### src/rtl/marx_arb_pkg.sv
// Shared types and helpers for the MARX core arbiter: default widths,
// the core index type, the downstream payload bundle and the round-robin pick.
package marx_arb_pkg;

  localparam int DEF_N_CPUS       = 4;
  localparam int DEF_MAX_INFLIGHT = 4;
  localparam int DEF_WOP_CPU      = 6;
  localparam int DEF_WAPUTYPE     = 3;
  localparam int DEF_NDSFLAGS_CPU = 15;
  localparam int DEF_NUSFLAGS_CPU = 5;
  localparam int DEF_WARG         = 32;
  localparam int DEF_NARGS_CPU    = 3;
  localparam int DEF_WRESULT      = 32;

  localparam int CORE_ID_W = (DEF_N_CPUS > 1) ? $clog2(DEF_N_CPUS) : 1;

  typedef logic [CORE_ID_W-1:0] core_id_t;

  // Everything that travels downstream with one operation.
  typedef struct packed {
    logic [DEF_WAPUTYPE-1:0]                  kind;
    logic [DEF_NARGS_CPU-1:0][DEF_WARG-1:0]   operands;
    logic [DEF_WOP_CPU-1:0]                   op;
    logic [DEF_NDSFLAGS_CPU-1:0]              flags;
  } marx_payload_t;

  // First requester found searching last+1, last+2, ... modulo N; returns
  // last when nobody requests (the caller gates the request anyway).
  function automatic core_id_t rr_pick(input logic [DEF_N_CPUS-1:0] req,
                                       input core_id_t last);
    core_id_t pick;
    logic     found;
    pick  = last;
    found = 1'b0;
    for (int i = 1; i <= DEF_N_CPUS; i++) begin
      int idx;
      idx = (int'(last) + i) % DEF_N_CPUS;
      if (!found && req[idx]) begin
        pick  = core_id_t'(idx);
        found = 1'b1;
      end
    end
    return pick;
  endfunction

endpackage

### src/rtl/marx_tag_fifo.sv
// In-order FIFO of core IDs: one entry per operation accepted by the shared
// unit and not yet answered. Depth need not be a power of two.
module marx_tag_fifo
  import marx_arb_pkg::*;
#(
  parameter int DEPTH = DEF_MAX_INFLIGHT
) (
  input  logic     clk_i,
  input  logic     rst_i,
  input  logic     push,
  input  core_id_t push_id,
  input  logic     pop,
  output logic     full,
  output logic     empty,
  output core_id_t head
);

  localparam int PTR_W = (DEPTH > 1) ? $clog2(DEPTH) : 1;
  localparam int CNT_W = $clog2(DEPTH + 1);

  core_id_t         mem [DEPTH];
  logic [PTR_W-1:0] wr_ptr_q;
  logic [PTR_W-1:0] rd_ptr_q;
  logic [CNT_W-1:0] count_q;
  logic             push_ok;
  logic             pop_ok;

  function automatic logic [PTR_W-1:0] next_ptr(input logic [PTR_W-1:0] p);
    return (p == PTR_W'(DEPTH - 1)) ? '0 : p + 1'b1;
  endfunction

  assign full    = (count_q == CNT_W'(DEPTH));
  assign empty   = (count_q == '0);
  assign push_ok = push & ~full;
  assign pop_ok  = pop & ~empty;
  assign head    = mem[rd_ptr_q];

  // Tag storage write.
  // NOTE: storage is not reset; count and pointers alone decide which entries
  // are live, so stale contents are never observed.
  always_ff @(posedge clk_i) begin
    if (push_ok) mem[wr_ptr_q] <= push_id;
  end

  // Pointer and occupancy update; push and pop together leave count unchanged.
  // NOTE: sequential state uses non-blocking assignments so every register
  // samples the pre-edge values regardless of statement order.
  always_ff @(posedge clk_i or posedge rst_i) begin
    if (rst_i) begin
      wr_ptr_q <= '0;
      rd_ptr_q <= '0;
      count_q  <= '0;
    end else begin
      if (push_ok) wr_ptr_q <= next_ptr(wr_ptr_q);
      if (pop_ok)  rd_ptr_q <= next_ptr(rd_ptr_q);
      if (push_ok && !pop_ok)      count_q <= count_q + 1'b1;
      else if (pop_ok && !push_ok) count_q <= count_q - 1'b1;
    end
  end

endmodule

### src/rtl/marx_core_arbiter.sv
// Shares one MARX-attached unit between N_CPUS cores: round-robin grant with
// a lock that holds a stalled grant, zero-latency payload mux, and an in-order
// tag FIFO that routes each result back to the core that issued it.
// Width parameters must agree with the marx_arb_pkg defaults.
module marx_core_arbiter
  import marx_arb_pkg::*;
#(
  parameter int N_CPUS       = DEF_N_CPUS,
  parameter int MAX_INFLIGHT = DEF_MAX_INFLIGHT,
  parameter int WOP_CPU      = DEF_WOP_CPU,
  parameter int WAPUTYPE     = DEF_WAPUTYPE,
  parameter int NDSFLAGS_CPU = DEF_NDSFLAGS_CPU,
  parameter int NUSFLAGS_CPU = DEF_NUSFLAGS_CPU,
  parameter int WARG         = DEF_WARG,
  parameter int NARGS_CPU    = DEF_NARGS_CPU,
  parameter int WRESULT      = DEF_WRESULT
) (
  input  logic                                   clk_i,
  input  logic                                   rst_i,
  input  logic [N_CPUS-1:0]                      core_req_i,
  output logic [N_CPUS-1:0]                      core_ack_o,
  input  logic [N_CPUS-1:0][WAPUTYPE-1:0]        core_type_i,
  input  logic [N_CPUS-1:0][NARGS_CPU-1:0][WARG-1:0] core_operands_i,
  input  logic [N_CPUS-1:0][WOP_CPU-1:0]         core_op_i,
  input  logic [N_CPUS-1:0][NDSFLAGS_CPU-1:0]    core_flags_i,
  output logic [N_CPUS-1:0]                      core_valid_o,
  input  logic [N_CPUS-1:0]                      core_ready_i,
  output logic [WRESULT-1:0]                     core_result_o,
  output logic [NUSFLAGS_CPU-1:0]                core_flags_o,
  output logic                                   apu_req_o,
  input  logic                                   apu_ack_i,
  output logic [WAPUTYPE-1:0]                    apu_type_o,
  output logic [NARGS_CPU-1:0][WARG-1:0]         apu_operands_o,
  output logic [WOP_CPU-1:0]                     apu_op_o,
  output logic [NDSFLAGS_CPU-1:0]                apu_flags_o,
  input  logic                                   apu_valid_i,
  output logic                                   apu_ready_o,
  input  logic [WRESULT-1:0]                     apu_result_i,
  input  logic [NUSFLAGS_CPU-1:0]                apu_flags_i
);

  core_id_t      rr_q;
  core_id_t      sel_q;
  logic          lock_q;
  core_id_t      sel;
  core_id_t      head;
  logic          full;
  logic          empty;
  logic          push;
  logic          pop;
  marx_payload_t sel_payload;

  // Grant selection, downstream mux/handshake and upstream routing.
  // NOTE: every output of this block gets a default first, so no path through
  // it can leave a value unassigned and infer a latch.
  always_comb begin
    core_ack_o     = '0;
    core_valid_o   = '0;
    sel            = lock_q ? sel_q : rr_pick(core_req_i, rr_q);
    // Request is forced low during reset so the unit sees nothing stale.
    apu_req_o      = core_req_i[sel] & ~full & ~rst_i;
    apu_type_o     = core_type_i[sel];
    apu_operands_o = core_operands_i[sel];
    apu_op_o       = core_op_i[sel];
    apu_flags_o    = core_flags_i[sel];
    push           = apu_req_o & apu_ack_i;
    if (push) core_ack_o[sel] = 1'b1;
    apu_ready_o    = core_ready_i[head] & ~empty;
    if (apu_valid_i && !empty) core_valid_o[head] = 1'b1;
    pop            = apu_valid_i & apu_ready_o;
    core_result_o  = apu_result_i;
    core_flags_o   = apu_flags_i;
  end

  // Round-robin pointer and stall lock: a request that is not acked pins the
  // grant to that core until the unit takes it.
  always_ff @(posedge clk_i or posedge rst_i) begin
    if (rst_i) begin
      rr_q   <= core_id_t'(N_CPUS - 1);
      sel_q  <= '0;
      lock_q <= 1'b0;
    end else if (push) begin
      rr_q   <= sel;
      lock_q <= 1'b0;
    end else if (apu_req_o) begin
      sel_q  <= sel;
      lock_q <= 1'b1;
    end
  end

  marx_tag_fifo #(
    .DEPTH (MAX_INFLIGHT)
  ) u_tag_fifo (
    .clk_i   (clk_i),
    .rst_i   (rst_i),
    .push    (push),
    .push_id (sel),
    .pop     (pop),
    .full    (full),
    .empty   (empty),
    .head    (head)
  );

  assign sel_payload = {apu_type_o, apu_operands_o, apu_op_o, apu_flags_o};

  a_ack_onehot0 : assert property (@(posedge clk_i) disable iff (rst_i)
    $onehot0(core_ack_o));
  a_valid_onehot0 : assert property (@(posedge clk_i) disable iff (rst_i)
    $onehot0(core_valid_o));
  a_payload_stable : assert property (@(posedge clk_i) disable iff (rst_i)
    lock_q |-> $stable(sel_payload));
  a_no_valid_when_empty : assert property (@(posedge clk_i) disable iff (rst_i)
    apu_valid_i |-> !empty);

endmodule

### config.mk
export PLATFORM = sky130hd
export DESIGN_NAME = marx_core_arbiter
export DESIGN_NICKNAME = d
export VERILOG_FILES = /design/src/rtl/marx_arb_pkg.sv /design/src/rtl/marx_tag_fifo.sv /design/src/rtl/marx_core_arbiter.sv
export SDC_FILE = /design/constraint.sdc
export NUM_CORES = 1
export LEC_CHECK = 0
export ABC_AREA = 1
export CAP_MARGIN = 40
export CELL_PAD_IN_SITES_DETAIL_PLACEMENT = 2
export CELL_PAD_IN_SITES_GLOBAL_PLACEMENT = 2
export CORE_AREA = 3 3 272 274
export CTS_CLUSTER_SIZE = 40
export DETAILED_ROUTE_END_ITERATION = 16
export DIE_AREA = 0 0 275 277
export DONT_BUFFER_PORTS = 1
export PLACE_DENSITY = 0.3
export SYNTH_ARGS = -nofsm -noshare
export SYNTH_HDL_FRONTEND = slang
export SYNTH_HIERARCHICAL = 1
export SYNTH_SLANG_ARGS = --single-unit
export TNS_END_PERCENT = 5
### constraint.sdc
create_clock -name clk_i -period 2.99 [get_ports clk_i]
set_input_delay 0.598 -clock clk_i [delete_from_list [all_inputs] [get_ports clk_i]]
set_output_delay 0.598 -clock clk_i [all_outputs]
set_load 0.1 [all_outputs]
==> summary.md, run 1 <==
| Metric | Value |
|---|---|
| Run status | finished with violations |
| Violations in the final reports | setup timing |
| Clock Path Buffers | 2 |
| Worst Skew | between 5 and 6 ps |
| Clock-pin slew reported for the worst setup and hold paths after clock tree synthesis | around 60 ps |
| Placed cells | ~1900 |
| Net count after synthesis | ~1400 |
| Arithmetic-cell share of the synthesized area counting full adders, half adders and majority gates | 2.00% |
| Multiplexer fraction of the synthesized cell area | 0% |
| Crit path cell chain | buf_6, nand2_2, nand2_2, nand2_1, nand2_1, nand2_1, nand3_1, nand2_1, nand2_2, nand2_4, nand2_2, inv_8, buf_12, buf_12, nand2_1, nand4_1, buf_12 |
| Worst-Skew Late Latency | 260 ps |
| Crit end category | output port |
| Net count of the finished layout | approximately 1500 |
| Synthesis-stage register bit count | 20 |
| Number of buffers added to fix hold violations after cts | 0 |
| Yosys Warn Count | 6 |
| Final Max Slew Viols | 0 |
| Met3 GRT Util | 2.24% |
| Endpoint arrival time on the critical path | 2790 ps |
| Global route hottest layer | met2 |
| GRT met2 Usage | 19.5% |
| Utilization after layout | 13.4% |
| Detail-routed net length per standard cell | 21.8 µm |
| Number of detailed-routing iterations run before antenna repair | 4 |
| Distinct cell type count after synthesis | 30 |
| Rows | 98 |
| Maximum level of the CTS H-tree | 1 |
| Layout-stage area growth over the synthesis result | 101% |
| Antenna violations before repair | 2 |
| Root Buffer | sky130_fd_sc_hd__clkbuf_16 |
| Most Frequent Cell on Critical Path | sky130_fd_sc_hd__nand2_1 |
| CTS tree | done |
| Setup violation total in the final timing report | ~130 |
| Hold Vio Cnt, Final | 0 |
| Leading post-synthesis cells by cell area | sky130_fd_sc_hd__nand2_1 (35%), sky130_fd_sc_hd__nand4_1 (8.7%), sky130_fd_sc_hd__buf_4 (7.9%) |
| Y dimension of the die | approximately 280 µm |
| Main combinational cell family by area after synthesis | simple AND/OR/NAND/NOR gates |
| Netlist area before placement | 4770 µm² |
| Maximum clock frequency | slightly below 300 MHz |
| Sequential share of the synthesized area | a little under an eighth |
| Path type of the worst setup path | flop to output port |
| Via-to-Cell Ratio | 3.42 |
| Number of max-cap violations | 0 |
| Total vias in the final route | between 6000 and 7000 |
| Peak per-stage delay on the critical path | roughly 600 ps |
| Share of final-layout standard cells stronger than drive strength 1 | between 30% and 40% |
| Boundary Pins | 696 |
| Setup repair after global routing missed its margin | yes |
| Global-route met1 utilization | 10.7% |
| Critical Path RT | roughly 2400 ps |
| Crit share post-route | 113% |
| Fin crit period | approximately 3400 ps |
| Routability congestion estimate from global placement | ~0.88 |
| Slowest stage cell on the critical path | sky130_fd_sc_hd__dfstp_2 |
| Leftover overflow at the end of global routing | 0 |
| Area fraction in compound gates after synthesis | 13.5% |
| Initial DRC Count | 232 |
| Worst min-delay path class | input port to async pin |
| Worst path bufs/invs | 5 |
| Fraction of synthesized cell area taken by the top area cell type | a little over a third |
| Synth Flop Type | sky130_fd_sc_hd__dfrtp_1 |
| Horiz. Die Dim | ~280 µm |
| DP HPWL | 33600 µm |
| Overall global routing resource usage | under 10% |
| Maximum number of pins on one net before global-route repair | 44 |
| CTS sink count | 20 |
| Mapped Avg Cell Area | between 5 and 6 µm² |
| Final setup TNS | -32610 ps |
| Share of async-settable or async-resettable flops after synthesis | about three fifths |
| Worst slew pin tran | roughly 360 ps |
| Placeable core region | 71600 µm² |
| Final ANT Viol Nets | 0 |
| Share of the synthesized netlist area taken by xor and xnor gates | less than 1% |
| Simple logic cell fraction of the synthesized area | between 50% and 60% |
| Biggest area consumer among synthesized cells | sky130_fd_sc_hd__nand2_1 |
| Worst Path Max Fanout | 17 |
| Number of input and output port buffers inserted | 0 |
| DRC violations left | 0 |
| Wire length after detailed routing | around 42000 µm |
| Type of origin of the critical path | flop |
| Die ar. | around 76000 µm² |
| Number of enable-type register cells in the synthesized netlist | 8 |
| Critical path's top delay family | simple AND/OR/NAND/NOR gates |
| Post-synthesis instance total | between 800 and 900 |
| Worst relative slew slack | about three quarters |
| Vias in the first global route | between 7000 and 8000 |
| TritonCTS buffer count | 3 |
| Non-filler instance count after layout | 1939 |
| Final critical-path setup slack | -403 ps |
| First-pass GRT wire length | between 50000 and 60000 µm |
| Initial Util | under 10% |
## placed cells by master, fill, tap and decap left out, types with 6 or more instances in the layout
| cell type | n |
|---|---|
| sky130_fd_sc_hd__a22oi_1 | 24 |
| sky130_fd_sc_hd__a22oi_2 | 35 |
| sky130_fd_sc_hd__buf_12 | 137 |
| sky130_fd_sc_hd__buf_16 | 10 |
| sky130_fd_sc_hd__buf_4 | 58 |
| sky130_fd_sc_hd__buf_6 | 19 |
| sky130_fd_sc_hd__clkbuf_16 | 10 |
| sky130_fd_sc_hd__dfrtp_1 | 10 |
| sky130_fd_sc_hd__edfxtp_1 | 8 |
| sky130_fd_sc_hd__inv_1 | 31 |
| sky130_fd_sc_hd__inv_2 | 6 |
| sky130_fd_sc_hd__nand2_1 | 420 |
| sky130_fd_sc_hd__nand2_2 | 27 |
| sky130_fd_sc_hd__nand3_1 | 50 |
| sky130_fd_sc_hd__nand3_2 | 24 |
| sky130_fd_sc_hd__nand4_1 | 66 |
| sky130_fd_sc_hd__nor2_1 | 8 |
## Yosys cell counts, types with 3 or more instances
| library cell | n |
|---|---|
| sky130_fd_sc_hd__inv_1 | 33 |
| sky130_fd_sc_hd__nand3_1 | 72 |
| sky130_fd_sc_hd__dfrtp_1 | 10 |
| sky130_fd_sc_hd__nand2_1 | 443 |
| sky130_fd_sc_hd__a22oi_1 | 31 |
| sky130_fd_sc_hd__nor3_1 | 4 |
| sky130_fd_sc_hd__buf_4 | 50 |
| sky130_fd_sc_hd__o211ai_1 | 5 |
| sky130_fd_sc_hd__a22oi_2 | 28 |
| sky130_fd_sc_hd__nor2_1 | 13 |
| sky130_fd_sc_hd__ha_1 | 6 |
| sky130_fd_sc_hd__edfxtp_1 | 8 |
| sky130_fd_sc_hd__inv_2 | 8 |
| sky130_fd_sc_hd__buf_6 | 17 |
| sky130_fd_sc_hd__buf_2 | 22 |
| sky130_fd_sc_hd__nand2_2 | 5 |
| sky130_fd_sc_hd__nand4_1 | 66 |
| sky130_fd_sc_hd__nand3_2 | 3 |
## cell families after synthesis
kind of cell,count (synthesis)
and+or+nand+nor,611
buffers and inverters,133
AOI/OAI and AO/OA,69
DFF,20
adders and majority gates,7
xor gates and xnor gates,1
## flip-flops by register name (all words and copies together) (netlist names)
register             flops
u_tag_fifo/rd_ptr_q      2
lock_q                   1
u_tag_fifo/mem           8
u_tag_fifo/count_q       3
u_tag_fifo/wr_ptr_q      2
sel_q                    2
rr_q                     2
## stage by stage
stage | hold WS, ps | worst slack [ps] | cell area [µm²]
global route | 154 | -553 | 9590
floorplan | 375 | -558 | 4780
finish | 137 | -403 | 9590
CTS | 145 | -350 | 9210
detailed placement | 424 | -250 | 8650
global placement | 423 | -264 | 8650
## path summary, 6_finish.rpt
check / slack, ps / start / endpoint / cells past startpoint
max: -400 / rr_q[0] / apu_operands_o[5] / 17
min: 140 / rst_i / sel_q[1] / 1
max reg2reg: -60 / rr_q[0] / u_tag_fifo/count_q[2] / 26
min reg2reg: 480 / sel_q[0] / sel_q[0] / 2
max in group asynchronous: 2600 / rst_i / rr_q[0] / 1
min in group clk_i: 470 / apu_ack_i / rr_q[1] / 2
## layer usage
| layer | share of wire [%] | vias to the layer above |
|---|---|---|
| met5 | 0 | - |
| met1 | 37 | 3181 |
| li1 | - | 3050 |
| met4 | 0.94 | 0 |
| met3 | 7.8 | 16 |
| met2 | 54 | 379 |
## area by class of cell
class	count	area (µm²)
fill	8466	62000
inverter	42	190
clock inverter	1	30.0
tap	950	1190
multi-input combinational	688	3650
antenna	1	2.50
timing repair buffer	234	3910
clock buffer	3	75.1
sequential	20	543
## what timing repair did
action	CTS	global route
pin swaps	16	32
buffers inserted	10	10
cloned	6	5
endpoints found under the setup margin	127	127
resized for setup	50	54
Power of run 1 is not shown: default switching activity piles up to over one toggle a cycle in this logic, so the estimate is an artifact.
==> inputs of run 2 (changes only) <==
Settings changed: CORE_AREA 3 3 272 274 to 3 3 273 275, DIE_AREA 0 0 275 277 to 0 0 276 278, SYNTH_HIERARCHICAL 1 to unset.
==> run 2 against run 1 <==
  * Global-route usage fell by 0.67 points
  * Register-to-register slack improved by 290 ps
  * Count of clock-buffer cells in the layout did not move
  * Critical path depth fell by 4
  * The run still ends with setup timing left
  * Synthesized cell count fell by 11%
  * Non-clock buffer count fell by 29
  * Routed wire length fell by 6.0%
  * Final cell count fell by 5.5%
  * Synthesized area fell by 9.5%
  * Setup slack improved by 260 ps
  * Highest routed layer unchanged
  * Via count fell by 7.2%
==> summary.md, run 2 <==
| Metric | Value |
|---|---|
| Leading cell type by number of instances after synthesis | sky130_fd_sc_hd__nand2_1 (unchanged) |
| Final ANT Viol Nets | 0 (unchanged) |
| Final hold slack | 275 ps (was 137 ps) |
| Maximum clock frequency | 319 MHz (was 295 MHz) |
| Leading post-synthesis cells by cell area | sky130_fd_sc_hd__nand2_1 (34%), sky130_fd_sc_hd__a22oi_1 (17%), sky130_fd_sc_hd__nand4_1 (11%) (was sky130_fd_sc_hd__nand2_1 (35%), sky130_fd_sc_hd__nand4_1 (8.7%), sky130_fd_sc_hd__buf_4 (7.9%)) |
| Type of origin of the critical path | flop (unchanged) |
| Crit end category | output port (unchanged) |
| Vias in the first global route | 7128 (was 7641) |
| Y dimension of the die | 278 µm (was 277 µm) |
| Boundary Pins | 696 (unchanged) |
| Worst relative slew slack | 63.5% (was 76.2%) |
| Most Frequent Cell on Critical Path | sky130_fd_sc_hd__buf_12 (was sky130_fd_sc_hd__nand2_1) |
| Utilization after layout | 12.7% (was 13.4%) |
| Fraction of synthesized cell area taken by the top area cell type | 33.6% (was 34.9%) |
| Maximum number of pins on one net before global-route repair | 46 (was 44) |
| Clock-pin slew reported for the worst setup and hold paths after clock tree synthesis | 60 ps (about the same) |
| Yosys Warn Count | 0 (was 6) |
| List of most frequent post-synthesis cells | sky130_fd_sc_hd__nand2_1 (386), sky130_fd_sc_hd__a22oi_1 (96), sky130_fd_sc_hd__nand4_1 (78) (was sky130_fd_sc_hd__nand2_1 (443), sky130_fd_sc_hd__nand3_1 (72), sky130_fd_sc_hd__nand4_1 (66)) |
| Placed cells | 1788 (was 1904) |
| Worst slew pin tran | 547 ps (was 357 ps) |
| Global-route met1 utilization | 10.4% (was 10.7%) |
| Biggest area consumer among synthesized cells | sky130_fd_sc_hd__nand2_1 (unchanged) |
| Number of enable-type register cells in the synthesized netlist | 8 (unchanged) |
| Die ar. | 76700 µm² (was 76200 µm²) |
| Worst Path Max Fanout | 8 (was 17) |
| Startpoint of the most critical register-to-register path | rr_q[0] (unchanged) |
| Synthesis-stage register bit count | 20 (unchanged) |
| Routability congestion estimate from global placement | 0.845 (was 0.881) |
| First-pass GRT wire length | 51900 µm (was 55000 µm) |
| Detail-routed net length per standard cell | 21.7 µm (was 21.8 µm) |
| Initial Util | 5.94% (was 6.66%) |
| Violations in the final reports | setup timing (unchanged) |
| Number of buffers added to fix hold violations after cts | 0 (unchanged) |
| Largest register by flop count | u_tag_fifo.mem (was u_tag_fifo/mem) |
| Wire length after detailed routing | 39800 µm (was 42300 µm) |
| Leading cell types in the layout, fill and taps excluded | sky130_fd_sc_hd__nand2_1 (360), sky130_fd_sc_hd__buf_12 (140), sky130_fd_sc_hd__nand4_1 (78) (was sky130_fd_sc_hd__nand2_1 (420), sky130_fd_sc_hd__buf_12 (137), sky130_fd_sc_hd__nand4_1 (66)) |
| Clock Path Buffers | 2 (unchanged) |
| Sequential share of the synthesized area | 12.6% (was 11.4%) |
| Endpoint arrival time on the critical path | 2530 ps (was 2790 ps) |
| Crit path cell chain | inv_4, a21boi_2, nand2_1, nand3_4, nand2_8, inv_4, nor2_4, buf_12, buf_16, buf_12, nand2_1, nand4_1, buf_12 (was buf_6, nand2_2, nand2_2, nand2_1, nand2_1, nand2_1, nand3_1, nand2_1, nand2_2, nand2_4, nand2_2, inv_8, buf_12, buf_12, nand2_1, nand4_1, buf_12) |
| Rows | 99 (was 98) |
| Distinct cell type count after synthesis | 36 (was 30) |
| Via-to-Cell Ratio | 3.35 (was 3.42) |
| Launch point of the critical path | rr_q[0] (unchanged) |
| Worst path bufs/invs | 6 (was 5) |
| Horiz. Die Dim | 276 µm (was 275 µm) |
| TritonCTS buffer count | 3 (unchanged) |
| Share of async-settable or async-resettable flops after synthesis | 60.0% (unchanged) |
| Number of input and output port buffers inserted | 0 (unchanged) |
| Worst Skew | 3.10 ps (was 5.05 ps) |
| Setup repair after global routing missed its margin | yes (unchanged) |
| Max FFs per register | 8 (unchanged) |
| Net count of the finished layout | 1408 (was 1525) |
| Netlist area before placement | 4310 µm² (was 4770 µm²) |
| Share of final-layout standard cells stronger than drive strength 1 | 35.0% (was 35.8%) |
| Net count after synthesis | 1288 (was 1377) |
| Hold Vio Cnt, Final | 0 (unchanged) |
| Met3 GRT Util | 1.90% (was 2.24%) |
| Critical path's top delay family | buffers and inverters (was simple AND/OR/NAND/NOR gates) |
| Peak per-stage delay on the critical path | 590 ps (about the same) |
| Run status | finished with violations (unchanged) |
| DP HPWL | 29200 µm (was 33600 µm) |
| Worst-Skew Late Latency | 250 ps (was 260 ps) |
| Mapped Avg Cell Area | 5.74 µm² (was 5.67 µm²) |
| CTS tree | done (unchanged) |
| Non-filler instance count after layout | 1833 (was 1939) |
| Setup violation total in the final timing report | 78 (was 126) |
| Placeable core region | 72600 µm² (was 71600 µm²) |
| DP Worst Slack | 26.2 ps (was -250 ps) |
| Overall global routing resource usage | 9.13% (was 9.80%) |
| Leftover overflow at the end of global routing | 0 (unchanged) |
| Root Buffer | sky130_fd_sc_hd__clkbuf_16 (unchanged) |
| Count of fill cells added during filler insertion | 8580 (was 8466) |
| Layout-stage area growth over the synthesis result | 114% (was 101%) |
| Antenna violations before repair | 4 (was 2) |
| GRT met2 Usage | 17.4% (was 19.5%) |
| Slowest stage cell on the critical path | sky130_fd_sc_hd__dfstp_2 (unchanged) |
| Critical Path RT | 2390 ps (about the same) |
| Final critical-path setup slack | -141 ps (was -403 ps) |
| Path type of the worst setup path | flop to output port (unchanged) |
| Synth Flop Type | sky130_fd_sc_hd__dfrtp_1 (unchanged) |
| Number of detailed-routing iterations run before antenna repair | 4 (unchanged) |
| Top flop regs | u_tag_fifo.mem: 8 flops, u_tag_fifo.count_q: 3 flops (was u_tag_fifo/mem: 8 flops, u_tag_fifo/count_q: 3 flops) |
| CTS sink count | 20 (unchanged) |
| Final Max Slew Viols | 0 (unchanged) |
| Initial DRC Count | 194 (was 232) |
| Crit share post-route | 105% (was 113%) |
| Worst min-delay path class | input port to async pin (unchanged) |
| Post-synthesis instance total | 752 (was 841) |
| Number of max-cap violations | 0 (unchanged) |
| Commonest non-fill, non-tap cell in the layout | sky130_fd_sc_hd__nand2_1 (unchanged) |
| Global route hottest layer | met2 (unchanged) |
| DRC violations left | 0 (unchanged) |
| Fin crit period | 3130 ps (was 3390 ps) |
| Total vias in the final route | 6147 (was 6626) |
| Maximum level of the CTS H-tree | 1 (unchanged) |
-- run 2: changes by cell type after synthesis, sizes merged, moves of 5 or more --
cell | before | now
a22oi | 59 | 96
nand4 | 66 | 78
nand3 | 75 | 11
nand2 | 450 | 390
inv | 42 | 26
o211ai | 5 | 0
-- run 2: per-stage QoR --
step	setup TNS (ps)	area, µm²
after floorplan	-3430	4310
after global placement	0	8010
after detailed placement	0	8010
after CTS	-5210	8940
after global routing	-21110	9240
final	-1980	9250
-- run 2: cell type report --
type                    instances  area (µm²)  share of cell area, %
repair buffers                205        3910                   42.3
clock buffers                   3        75.1                  0.812
flip-flops and latches         20         543                   5.87
diodes                          3        7.51                 0.0812
clock inverters                 1        30.0                  0.325
well taps                     959        1200                   13.0
multi-input cells             616        3370                   36.5
inverters                      26         110                   1.19
-- run 2: cell families (layout without fill, tap and decap cells) --
family / count (synthesis) / in the layout / share of synthesized area [%]
buf+inv: 116 / 235 / 15.7
simple gates: 497 / 497 / 50.2
fa+ha+maj: 7 / 7 / 2.20
mux: 1 / 1 / 0.261
other cells: 0 / 3 / 0
xor+xnor: 2 / 2 / 0.406
flops: 20 / 20 / 12.6
compound gates: 109 / 109 / 18.6
-- run 2: final timing paths --
path                            slack [ps]  cells past startpoint               endpoint
worst max-delay path                  -140                     13     apu_operands_o[30]
worst min-delay path                   270                      1  u_tag_fifo.count_q[2]
worst max register to register         230                     16  u_tag_fifo.count_q[1]
worst min register to register         490                      2               sel_q[0]
max in group asynchronous             2350                      1                rr_q[1]
min in group clk_i                     480                      2                rr_q[0]
-- run 2: repair_timing --
| item | 4_1_cts | 5_1_grt |
|---|---|---|
| pin swaps | 65 | 26 |
| cloned | 11 | 6 |
| setup endpoints to repair | 104 | 126 |
| buffers inserted | 20 | 1 |
| gates resized for setup | 68 | 39 |
| endpoints found under the hold margin | 0 | 0 |
-- run 2: per-layer routing --
layer | share of wire (%) | vias up | wire length, µm
met2 | 54 | 324 | 21400
met1 | 39 | 2990 | 15400
met4 | 2.0 | 0 | 777
met5 | 0 | - | 0
li1 | - | 2797 | -
met3 | 5.7 | 36 | 2250
Power of run 2 is left out for the same reason.
==> inputs of run 3 (changes only) <==
Settings changed: CORE_AREA 3 3 273 275 to 3 3 266 268, DIE_AREA 0 0 276 278 to 0 0 269 271.
Clock period 2.99 ns to 3.65 ns, I/O delays scaled along.
==> run 3 against run 2 <==
  * The run now ends clean
  * Routed wire length fell by 17%
  * Setup slack improved by 260 ps
  * Clock skew grew 0.85 ps
  * Critical path depth down 2
  * Die area decreased by 5.0%
  * Non-clock buffer count decreased by 65
  * First-iteration DRC count grew 29%
  * Worst hold slack improved by 130 ps
  * Design area shrank 16%
  * Flip-flop and latch count unchanged
  * Register-to-register slack improved by 420 ps
  * Final cell count decreased by 5.1%
  * Largest cell class is now multi-input gates
==> summary.md, run 3 (synthesis gave the netlist of run 2 again) <==
| Metric | Value |
|---|---|
| Via-to-Cell Ratio | 3.40 (was 3.35) |
| TritonCTS buffer count | 3 (unchanged) |
| DP HPWL | 28300 µm (was 29200 µm) |
| Net count of the finished layout | 1343 (was 1408) |
| Layout-stage area growth over the synthesis result | 80.1% (was 114%) |
| Worst path bufs/invs | 4 (was 6) |
| Overall global routing resource usage | 8.07% (was 9.13%) |
| Horiz. Die Dim | 269 µm (was 276 µm) |
| Max FFs per register | 8 (unchanged) |
| Number of gates resized after cts | 0 (was 68) |
| CTS sink count | 20 (unchanged) |
| Final ANT Viol Nets | 0 (unchanged) |
| Slowest stage cell on the critical path | sky130_fd_sc_hd__dfstp_2 (unchanged) |
| Type of origin of the critical path | flop (unchanged) |
| Final setup TNS | 0 ps (was -1980 ps) |
| Number of max-cap violations | 0 (unchanged) |
| Worst-Skew Late Latency | 260 ps (was 250 ps) |
| Endpoint arrival time on the critical path | 2800 ps (was 2530 ps) |
| Non-Filler Cell Area, Final | 7770 µm² (was 9250 µm²) |
| First-pass GRT wire length | 43800 µm (was 51900 µm) |
| Worst Skew | 3.95 ps (was 3.10 ps) |
| Maximum number of pins on one net before global-route repair | 69 (was 46) |
| Hold Vio Cnt, Final | 0 (unchanged) |
| Worst slew pin tran | 555 ps (was 547 ps) |
| Rows | 96 (was 99) |
| Final Max Slew Viols | 0 (unchanged) |
| Worst Path Max Fanout | 58 (was 8) |
| Fin crit period | 3530 ps |
| Number of buffers added to fix hold violations after cts | 0 (unchanged) |
| Antenna violations before repair | 6 (was 4) |
| Worst min-delay path class | input port to async pin (unchanged) |
| Die ar. | 72900 µm² (was 76700 µm²) |
| Critical Path RT | 2920 ps (was 2390 ps) |
| Leftover overflow at the end of global routing | 0 (unchanged) |
| Critical path's top delay family | compound AO/OA/AOI/OAI gates (was buffers and inverters) |
| Number of input and output port buffers inserted | 0 (unchanged) |
| Top flop regs | u_tag_fifo.mem: 8 flops, u_tag_fifo.count_q: 3 flops (unchanged) |
| Maximum level of the CTS H-tree | 1 (unchanged) |
| Leading cell types in the layout, fill and taps excluded | sky130_fd_sc_hd__nand2_1 (386), sky130_fd_sc_hd__buf_12 (128), sky130_fd_sc_hd__a22oi_1 (96) (was sky130_fd_sc_hd__nand2_1 (360), sky130_fd_sc_hd__buf_12 (140), sky130_fd_sc_hd__nand4_1 (78)) |
| Total vias in the final route | 5918 (was 6147) |
| Commonest non-fill, non-tap cell in the layout | sky130_fd_sc_hd__nand2_1 (unchanged) |
| Setup violation total in the final timing report | 0 (was 78) |
| Maximum clock frequency | approximately 280 MHz |
| Area after DPL | 7660 µm² (was 8010 µm²) |
| Crit end category | output port (unchanged) |
| Clock Path Buffers | 2 (unchanged) |
| Peak per-stage delay on the critical path | 590 ps (about the same) |
| Crit path cell chain | inv_2, a21oi_1, o21ai_1, nand3_1, o21ai_2, inv_2, nor2_4, buf_12, a22oi_1, nand2_1, buf_12 (was inv_4, a21boi_2, nand2_1, nand3_4, nand2_8, inv_4, nor2_4, buf_12, buf_16, buf_12, nand2_1, nand4_1, buf_12) |
| Area taken by multi-input logic gates | 3130 µm² (was 3370 µm²) |
| Detail-routed net length per standard cell | 18.9 µm (was 21.7 µm) |
| Reg area | 543 µm² (unchanged) |
| DRC violations left | 0 (unchanged) |
| Path type of the worst setup path | flop to output port (unchanged) |
| Routability congestion estimate from global placement | 0.851 (was 0.845) |
| Crit share post-route | between 90% and 100% |
| Count of fill cells added during filler insertion | 8157 (was 8580) |
| Worst relative slew slack | 62.9% (was 63.5%) |
| Run status | finished clean (was finished with violations) |
| Reg2reg path depth | 16 (unchanged) |
| Largest register by flop count | u_tag_fifo.mem (unchanged) |
| Y dimension of the die | 271 µm (was 278 µm) |
| Utilization after layout | 11.3% (was 12.7%) |
| Root Buffer | sky130_fd_sc_hd__clkbuf_16 (unchanged) |
| Placeable core region | 68600 µm² (was 72600 µm²) |
| Initial Util | 6.29% (was 5.94%) |
| Boundary Pins | 696 (unchanged) |
| Critical Path Stages | 11 (was 13) |
| Clock-pin slew reported for the worst setup and hold paths after clock tree synthesis | 70 ps (was 60 ps) |
| Setup bufs post-CTS | 0 (was 20) |
| Number of detailed-routing iterations run before antenna repair | 4 (unchanged) |
| Share of final-layout standard cells stronger than drive strength 1 | 22.2% (was 35.0%) |
| CTS tree | done (unchanged) |
| Initial DRC Count | 251 (was 194) |
| Vias in the first global route | 6361 (was 7128) |
| Wire length after detailed routing | 32900 µm (was 39800 µm) |
## run 3: cell count changes in the layout (fill, tap and decap cells not counted), sizes merged
| cell | delta |
|---|---|
| buf | -55 |
| bufbuf | -4 |
| clkbuf | -6 |
## run 3: cell type report
| cell class | count | area share (%) |
|---|---|---|
| Clock inverter | 1 | 0.387 |
| Clock buffer | 3 | 0.966 |
| Multi-Input combinational cell | 616 | 40.2 |
| Sequential cell | 20 | 6.99 |
| Inverter | 26 | 1.29 |
| Timing Repair Buffer | 140 | 35.0 |
| Antenna cell | 3 | 0.0966 |
| Tap cell | 931 | 15.0 |
## run 3: path summary, 6_finish.rpt
path,end,startpoint,slack [ps]
hold reg to reg,sel_q[0],sel_q[0],490
min in group clk_i,sel_q[0],sel_q[0],490
hold / removal,u_tag_fifo.count_q[0],rst_i,410
max in group asynchronous,rr_q[0],rst_i,2870
setup reg to reg,u_tag_fifo.count_q[2],rr_q[0],650
setup / recovery,apu_operands_o[73],rr_q[0],120
## run 3: layer usage
layer,vias to the layer above,routed length [µm],GRT usage [%]
li1,2650,-,-
met1,2863,11500,8.32
met2,363,18200,16.2
met3,40,2370,1.80
met4,2,842,1.88
met5,-,13,0
## run 3: stage by stage
step / hold slack, ps / setup WS (ps) / std cells
4_1_cts: 434 / 170 / 1737
3_3_place_gp: 463 / 364 / 1733
3_5_place_dp: 476 / 348 / 1733
5_1_grt: 452 / -8.59 / 1740
6_report: 407 / 121 / 1740
2_1_floorplan: 442 / -77.2 / 752
Power of run 3 is left out for the same reason.
